File: src/rtl/ysyx_25020037_axi_rd_responder.sv
// AXI4 read-channel responder: one outstanding AR, FIXED/INCR bursts served from a
// synchronous 1-cycle-latency word memory, with DECERR/SLVERR reporting.
module ysyx_25020037_axi_rd_responder #(
  parameter logic [31:0] ADDR_BASE = 32'h8000_0000,
  parameter logic [31:0] ADDR_SIZE = 32'h0800_0000,
  parameter int unsigned LATENCY   = 2
) (
  input  logic        clk,
  input  logic        rst,
  input  logic        arvalid,
  output logic        arready,
  input  logic [31:0] araddr,
  input  logic [3:0]  arid,
  input  logic [7:0]  arlen,
  input  logic [2:0]  arsize,
  input  logic [1:0]  arburst,
  output logic        rvalid,
  input  logic        rready,
  output logic [31:0] rdata,
  output logic [1:0]  rresp,
  output logic        rlast,
  output logic [3:0]  rid,
  output logic        mem_en,
  output logic [31:0] mem_addr,
  input  logic [31:0] mem_rdata
);

  localparam logic [1:0] ST_IDLE  = 2'd0;
  localparam logic [1:0] ST_WAIT  = 2'd1;
  localparam logic [1:0] ST_FETCH = 2'd2;
  localparam logic [1:0] ST_DATA  = 2'd3;

  logic [1:0]  state_q, state_d;
  logic [31:0] addr_q, addr_d;
  logic [3:0]  id_q, id_d;
  logic [7:0]  len_q, len_d;
  logic [2:0]  size_q, size_d;
  logic [1:0]  burst_q, burst_d;
  logic [7:0]  beat_q, beat_d;
  logic [7:0]  lat_q, lat_d;
  logic        rvalid_q, rvalid_d;
  logic [31:0] rdata_q, rdata_d;
  logic [1:0]  rresp_q, rresp_d;
  logic        rlast_q, rlast_d;
  logic [3:0]  rid_q, rid_d;

  logic unsupported;
  logic in_range;

  assign unsupported = burst_q[1] | (size_q > 3'd2);
  // Unsigned subtraction makes addresses below the base wrap to huge offsets.
  assign in_range    = (addr_q - ADDR_BASE) < ADDR_SIZE;

  assign arready  = (state_q == ST_IDLE);
  assign rvalid   = rvalid_q;
  assign rdata    = rdata_q;
  assign rresp    = rresp_q;
  assign rlast    = rlast_q;
  assign rid      = rid_q;
  assign mem_en   = (state_q == ST_FETCH) & ~unsupported & in_range;
  assign mem_addr = {addr_q[31:2], 2'b00};

  always_comb begin
    state_d  = state_q;
    addr_d   = addr_q;
    id_d     = id_q;
    len_d    = len_q;
    size_d   = size_q;
    burst_d  = burst_q;
    beat_d   = beat_q;
    lat_d    = lat_q;
    rvalid_d = rvalid_q;
    rdata_d  = rdata_q;
    rresp_d  = rresp_q;
    rlast_d  = rlast_q;
    rid_d    = rid_q;
    case (state_q)
      ST_IDLE: begin
        if (arvalid) begin
          addr_d  = araddr;
          id_d    = arid;
          len_d   = arlen;
          size_d  = arsize;
          burst_d = arburst;
          beat_d  = 8'd0;
          lat_d   = 8'(LATENCY);
          state_d = (LATENCY > 0) ? ST_WAIT : ST_FETCH;
        end
      end
      ST_WAIT: begin
        if (lat_q <= 8'd1) begin
          state_d = ST_FETCH;
        end else begin
          lat_d = lat_q - 8'd1;
        end
      end
      ST_FETCH: begin
        state_d = ST_DATA;
      end
      ST_DATA: begin
        if (!rvalid_q) begin
          // Memory data requested in FETCH is valid during this cycle.
          rvalid_d = 1'b1;
          rdata_d  = (!unsupported && in_range) ? mem_rdata : 32'd0;
          rresp_d  = unsupported ? 2'b10 : (in_range ? 2'b00 : 2'b11);
          rlast_d  = (beat_q == len_q);
          rid_d    = id_q;
        end else if (rready) begin
          rvalid_d = 1'b0;
          if (rlast_q) begin
            rlast_d = 1'b0;
            state_d = ST_IDLE;
          end else begin
            beat_d  = beat_q + 8'd1;
            if (burst_q == 2'd1) begin
              addr_d = addr_q + (32'd1 << size_q);
            end
            state_d = ST_FETCH;
          end
        end
      end
      default: begin
        state_d = ST_IDLE;
      end
    endcase
  end

  always_ff @(posedge clk or posedge rst) begin
    if (rst) begin
      state_q  <= ST_IDLE;
      addr_q   <= 32'd0;
      id_q     <= 4'd0;
      len_q    <= 8'd0;
      size_q   <= 3'd0;
      burst_q  <= 2'd0;
      beat_q   <= 8'd0;
      lat_q    <= 8'd0;
      rvalid_q <= 1'b0;
      rdata_q  <= 32'd0;
      rresp_q  <= 2'b00;
      rlast_q  <= 1'b0;
      rid_q    <= 4'd0;
    end else begin
      state_q  <= state_d;
      addr_q   <= addr_d;
      id_q     <= id_d;
      len_q    <= len_d;
      size_q   <= size_d;
      burst_q  <= burst_d;
      beat_q   <= beat_d;
      lat_q    <= lat_d;
      rvalid_q <= rvalid_d;
      rdata_q  <= rdata_d;
      rresp_q  <= rresp_d;
      rlast_q  <= rlast_d;
      rid_q    <= rid_d;
    end
  end

endmodule

File: config.mk
export PLATFORM = sky130hd
export DESIGN_NAME = ysyx_25020037_axi_rd_responder
export DESIGN_NICKNAME = d
export VERILOG_FILES = /design/src/rtl/ysyx_25020037_axi_rd_responder.sv
export SDC_FILE = /design/constraint.sdc
export NUM_CORES = 1
export LEC_CHECK = 0
export BUFFER_PORTS_ARGS = -buffer_cell sky130_fd_sc_hd__buf_2
export CORE_MARGIN = 1
export CORE_UTILIZATION = 45
export DETAILED_ROUTE_END_ITERATION = 10
export PLACE_DENSITY = 0.79
export SLEW_MARGIN = 20
export SYNTH_ARGS = -nofsm -noshare
export SYNTH_HDL_FRONTEND = slang
export SYNTH_SLANG_ARGS = --single-unit
export TNS_END_PERCENT = 100
File: constraint.sdc
create_clock -name clk -period 9.2 [get_ports clk]
set_input_delay 0.46 -clock clk [delete_from_list [all_inputs] [get_ports clk]]
set_output_delay 0.46 -clock clk [all_outputs]
set_load 0.02 [all_outputs]
; Word-level counts from Yosys, hierarchy flattened
; Index checks and enable logic that the tools add are counted.
[totals]
reg_bits = 107
inputBits = 85
out_inout_bits = 74
word_cells = 78
[op_classes]
add_sub_neg = 4
n_lt_le_gt_ge = 3
eq_ne = 13
shift = 1
mux = 27
bitwise_logic = 5
n_reduce_logical = 12
[ops]
columns = op, count
row1 = 32-bit two-way mux, 6
row2 = 32-bit case mux with 2 select lines, 1
row3 = 8-bit two-way mux, 6
row4 = 32-bit adder, 1
row5 = 32-bit by 28-bit less-than comparator with 1-bit output (second input constant), 1
row6 = 8-bit case mux with 2 select lines, 2
row7 = 1-bit by 3-bit << shifter with 32-bit output (first input constant), 1
row8 = 32-bit subtractor (second input constant), 1
row9 = 2-bit inequality test (second input constant), 8
row10 = 2-bit two-way mux, 7
row11 = 8-bit by 1-bit adder with 8-bit output (second input constant), 1
row12 = 8-bit equality test, 1
row13 = 8-bit by 1-bit <= comparator with 1-bit output (second input constant), 1
row14 = 2-bit case mux with 4 select lines, 1
row15 = 8-bit by 1-bit subtractor with 8-bit output (second input constant), 1
row16 = 2-bit AND reduction, 3
row17 = 6-bit AND reduction, 1
row18 = 5-bit AND reduction, 1
row19 = 2-bit by 1-bit equality test with 1-bit output (second input constant), 2
row20 = 2-bit equality test (second input constant), 2
row21 = 1-bit two-way mux, 4
row22 = 4-bit AND reduction, 1
row23 = 2-bit nonzero test, 2
row24 = 3-bit by 2-bit > comparator with 1-bit output (second input constant), 1
row25 = other kinds (7), 9

; Longest topological paths before layout
[depth]
word_depth = 7
depth_mapped = 10
depth_no_buf = 8

; Worst setup path after synthesis
; OpenSTA, ideal clock, no wires.
[synth_timing]
kind = register to register
start = register size_q[2]
end = register addr_q[26]
setup_time_ns = 0.099
t_arrival_ns = 2.409
path_slack_ns = 6.692
stages_incl_launch_ff = 11
path_buffers = 2
path_cell_list = dfrtp_1 clkbuf_1 nor3_1 ha_1 fa_1 a211oi_1 o21a_1 a2111oi_2 buf_2 and3_1 a311oi_1
[synth_between]
elab_chain_len = 7
[synth_rtl]
columns = element, line_no
row1 = from (decl), 37  ; logic [2:0] size_q, size_d;
row2 = from (signal assigned), 148  ; size_q <= size_d;
row3 = 1-bit by 3-bit << shifter with 32-bit output, 116  ; addr_d = addr_q + (32'd1 << size_q);
row4 = 32-bit adder, 116
row5 = 32-bit two-way mux, 115  ; if (burst_q == 2'd1) begin
row6 = 32-bit two-way mux, 110  ; if (rlast_q) begin
row7 = 32-bit two-way mux, 108  ; end else if (rready) begin
row8 = 32-bit two-way mux, 101  ; if (!rvalid_q) begin
row9 = 32-bit case mux with 2 select lines, 77  ; case (state_q)
row10 = to (signal assigned), 145  ; addr_q <= addr_d;
row11 = to (decl), 34  ; logic [31:0] addr_q, addr_d;
; No other way between the ends. The select of a mux whose other input is x is not followed.
; A chain may end at the register's enable or synchronous reset.

; Final worst setup path
; Ends and elaborated chain as after synthesis.

==> metrics <==
CTS tree yes; CP max-delay cell a2111oi_2; Max Fclk around 320 MHz; largest net degree at the start of global routing 67; Worst VDD drop ~0.00014 V; Slowest Stage Delay on Critical Path approximately 0.96 ns; gr usage total 0.211; pre-CTS WS 6.11 ns; Worst setup startpoint size_q[2]; # rows a little over 40; vias in the first global route about 4600; kind of start point of the critical path register; Post-Synthesis Mean Instance Area slightly below 9 um2; TNS Setup 0 ns; reg2reg start size_q[2]; critical path class register to register; Port Buf Inserts 156; total iterations of the first detailed-routing run 4; cts hold-fix bufs 0; met3 WL post-DR around 760 um; vias slightly above 5000; Critical Path AT approximately 3.3 ns; CTS clk-pin slew, worst paths roughly 0.07 ns; Detailed Route Iter0 Violations 278; Max Cap Viol 0; CP Capture Point addr_q[26]; Synth Flop Type dfrtp_1; clk sinks approximately 110; DRC violations left 0; Total Power between 0.002 and 0.0025 W; register area share after synthesis 0.462; Worst Setup End Kind register; Syn Inst Count 660; dpl cells approximately 900; Pwr per Cell Area slightly above 300 nW/um2; final setup violation count 0; unrepaired setup endpoints after global routing no; leakage power roughly 3.5 nW; Final min period 3.08 ns; metal2 WL slightly above 6000 um; hold_ws 0.149 ns; initial antenna violation count 0; crit-path max FO 11; WP data required 9.46 ns; wire length on met1 6450 um; clk_skew 0.00878 ns; Final period util 0.334; antenna cells 0; Max Slew Vio Count 0; outcome complete, no violations; Netlist Area Pre-Place approximately 5800 um2; FFs w/ async S/R, synth 1.00; setup ws final between 6 and 7 ns; highest metal used met4; # H-tree levels 3; die span in y between 100 and 150 um; reg2reg setup slack 6.12 ns; Chip Width between 100 and 150 um; core area 12600 um2; CTS Root Buffer Type clkbuf_16; Yosys reg bits around 110; total CTS buffers 9; Finished Layout Cells roughly 940; first-pass GRT wire length roughly 22000 um; cell chain of the critical path nor3b_1 > fa_1 > a211oi_1 > o21a_1 > a2111oi_2 > a31oi_1 > a311oi_1; WL final 13600 um; Antenna Nets Post-Route 0; Slew @ Worst Pin 1.04 ns; Final GP Congestion ~0.84; clk_lat worst skew between 0.3 and 0.4 ns; Area growth, synth to finish 16.7%; vias per inst approximately 5.4; WL/cell between 10 and 15 um; Worst R2R End addr_q[26]; share of layout cells above drive strength 1 0.244; Synth Warn # 0; Slew headroom 0.305; Hold Path Class input pin to asynchronous set/reset pin; Netlist cell types 54; final net count approximately 860; IO Pins around 160; postcts setup bufs 0; global route overflow 0; Post-synth EDFFs 0; Die ar. around 13000 um2; Initial Utilization 0.461; FF-to-FF path depth 7; Gates resized, CTS repair 0; final hold vios 0; dpl hpwl approximately 9500 um; CTS Buffer Depth 2
## flip-flops by register name, summed over array words and instances, names as in the netlist
name	cells
len_q	8
rdata	32
size_q	3
id_q	4
rlast	1
lat_q	8
rresp	2
state_q	2
burst_q	2
rid	4
beat_q	8
addr_q	32
rvalid	1
## cell type report
cell class,count,area [um2]
Timing Repair Buffer,164,841
Clock buffer,11,253
Tap cell,172,215
Sequential cell,107,2680
Clock inverter,5,35.0
Fill cell,1160,5800
Multi-Input combinational cell,479,2720
Inverter,5,21.3
## cells in the final DEF (no fill, tap or decap), types with 3 or more instances in the layout
cell type,count
o22a_1,4
dfrtp_1,107
o21ai_0,25
a311oi_1,12
and4_1,10
a21oi_1,24
o211ai_1,6
buf_2,156
a31oi_1,9
ha_1,11
and2_1,3
nor2_1,36
xor2_1,11
inv_1,4
o21a_1,7
a21o_1,4
nor3_1,12
xnor2_1,11
or3_1,16
nand4_1,5
buf_4,8
a211oi_1,13
and3_1,17
nand3_1,43
nor3b_1,5
clkbuf_16,9
nor4_1,4
nand2_1,156
## critical path: cells and delay by family (launching register included)
| kind | cells | cell delay, ns |
|---|---|---|
| AND/OR/NAND/NOR | 1 | 0.40 |
| adder cells (fa/ha/maj) | 1 | 0.32 |
| flip-flops | 1 | 0.47 |
| AO/OA/AOI/OAI | 5 | 1.80 |
## metrics by stage
step | utilization | cell area, um2
floorplan | - | 5800
global placement | 0.515 | 6480
detailed placement | 0.515 | 6480
CTS | 0.538 | 6760
global route | 0.538 | 6760
finish | 0.538 | 6760
## per-layer routing
layer / vias up / global-route usage
li1: 2509 / -
met1: 2377 / 0.288
met2: 156 / 0.330
met3: 22 / 0.0361
met4: 0 / 0.100
met5: - / 0
## cell usage after synthesis, types with 2 or more instances
cell      number  area share
a41oi_1        2      0.0030
nor2b_1        2      0.0022
nand4_1        5      0.0054
o211ai_1       6      0.0078
nand3_1       43       0.037
buf_2          6      0.0052
o22ai_1        2      0.0022
nor4_1         4      0.0043
a211oi_1      13       0.017
and2_1         3      0.0032
o22a_1         4      0.0060
o21a_1         7      0.0091
and4_1        10       0.015
o21ai_0       25       0.022
dfrtp_1      107        0.46
and3_1        17       0.018
xor2_1        11       0.017
a31oi_1        9      0.0097
inv_1          5      0.0032
nor2_1        38       0.025
nand2b_1       2      0.0022
clkbuf_1      31       0.020
and3b_1        2      0.0030
buf_4         32       0.041
nor3b_1        6      0.0078
a311oi_1      12       0.018
xnor2_1       11       0.017
ha_1          11       0.024
or4_1          2      0.0026
a21oi_1       24       0.021
nor3_1        12       0.010
or3_1         16       0.017
nand2_1      156        0.10
a21o_1         4      0.0052
## how the worst min path moves through the flow
stage                             to  startpoint  depth (start not counted)  slack (ns)
final                      rdata[20]         rst                          2        0.15
after floorplan           burst_q[0]  burst_q[0]                          2        0.44
after CTS                  rdata[18]         rst                          2        0.16
after global routing        rdata[4]         rst                          2        0.20
after detailed placement   rdata[10]   rdata[10]                          2        0.45
after global placement      rdata[9]    rdata[9]                          2        0.44
## power breakdown
group | internal [W] | total [W] | switching [W]
clock network | 0.000199 | 0.000373 | 0.000174
registers | 0.000648 | 0.000804 | 0.000156
logic | 0.000327 | 0.000896 | 0.000569
total | 0.00117 | 0.00207 | 0.000899
## logic make-up (layout without fill, tap and decap cells)
logic type	count (synthesis)	in the layout	synth area share
simple gates	321	321	0.260
flops	107	107	0.462
compound gates	121	121	0.144
fa+ha+maj	12	12	0.0272
xor+xnor	22	22	0.0333
buf+inv	75	185	0.0706
other cells	1	2	0.000647
mux	1	1	0.00194
(Power assumes the default switching activity.)
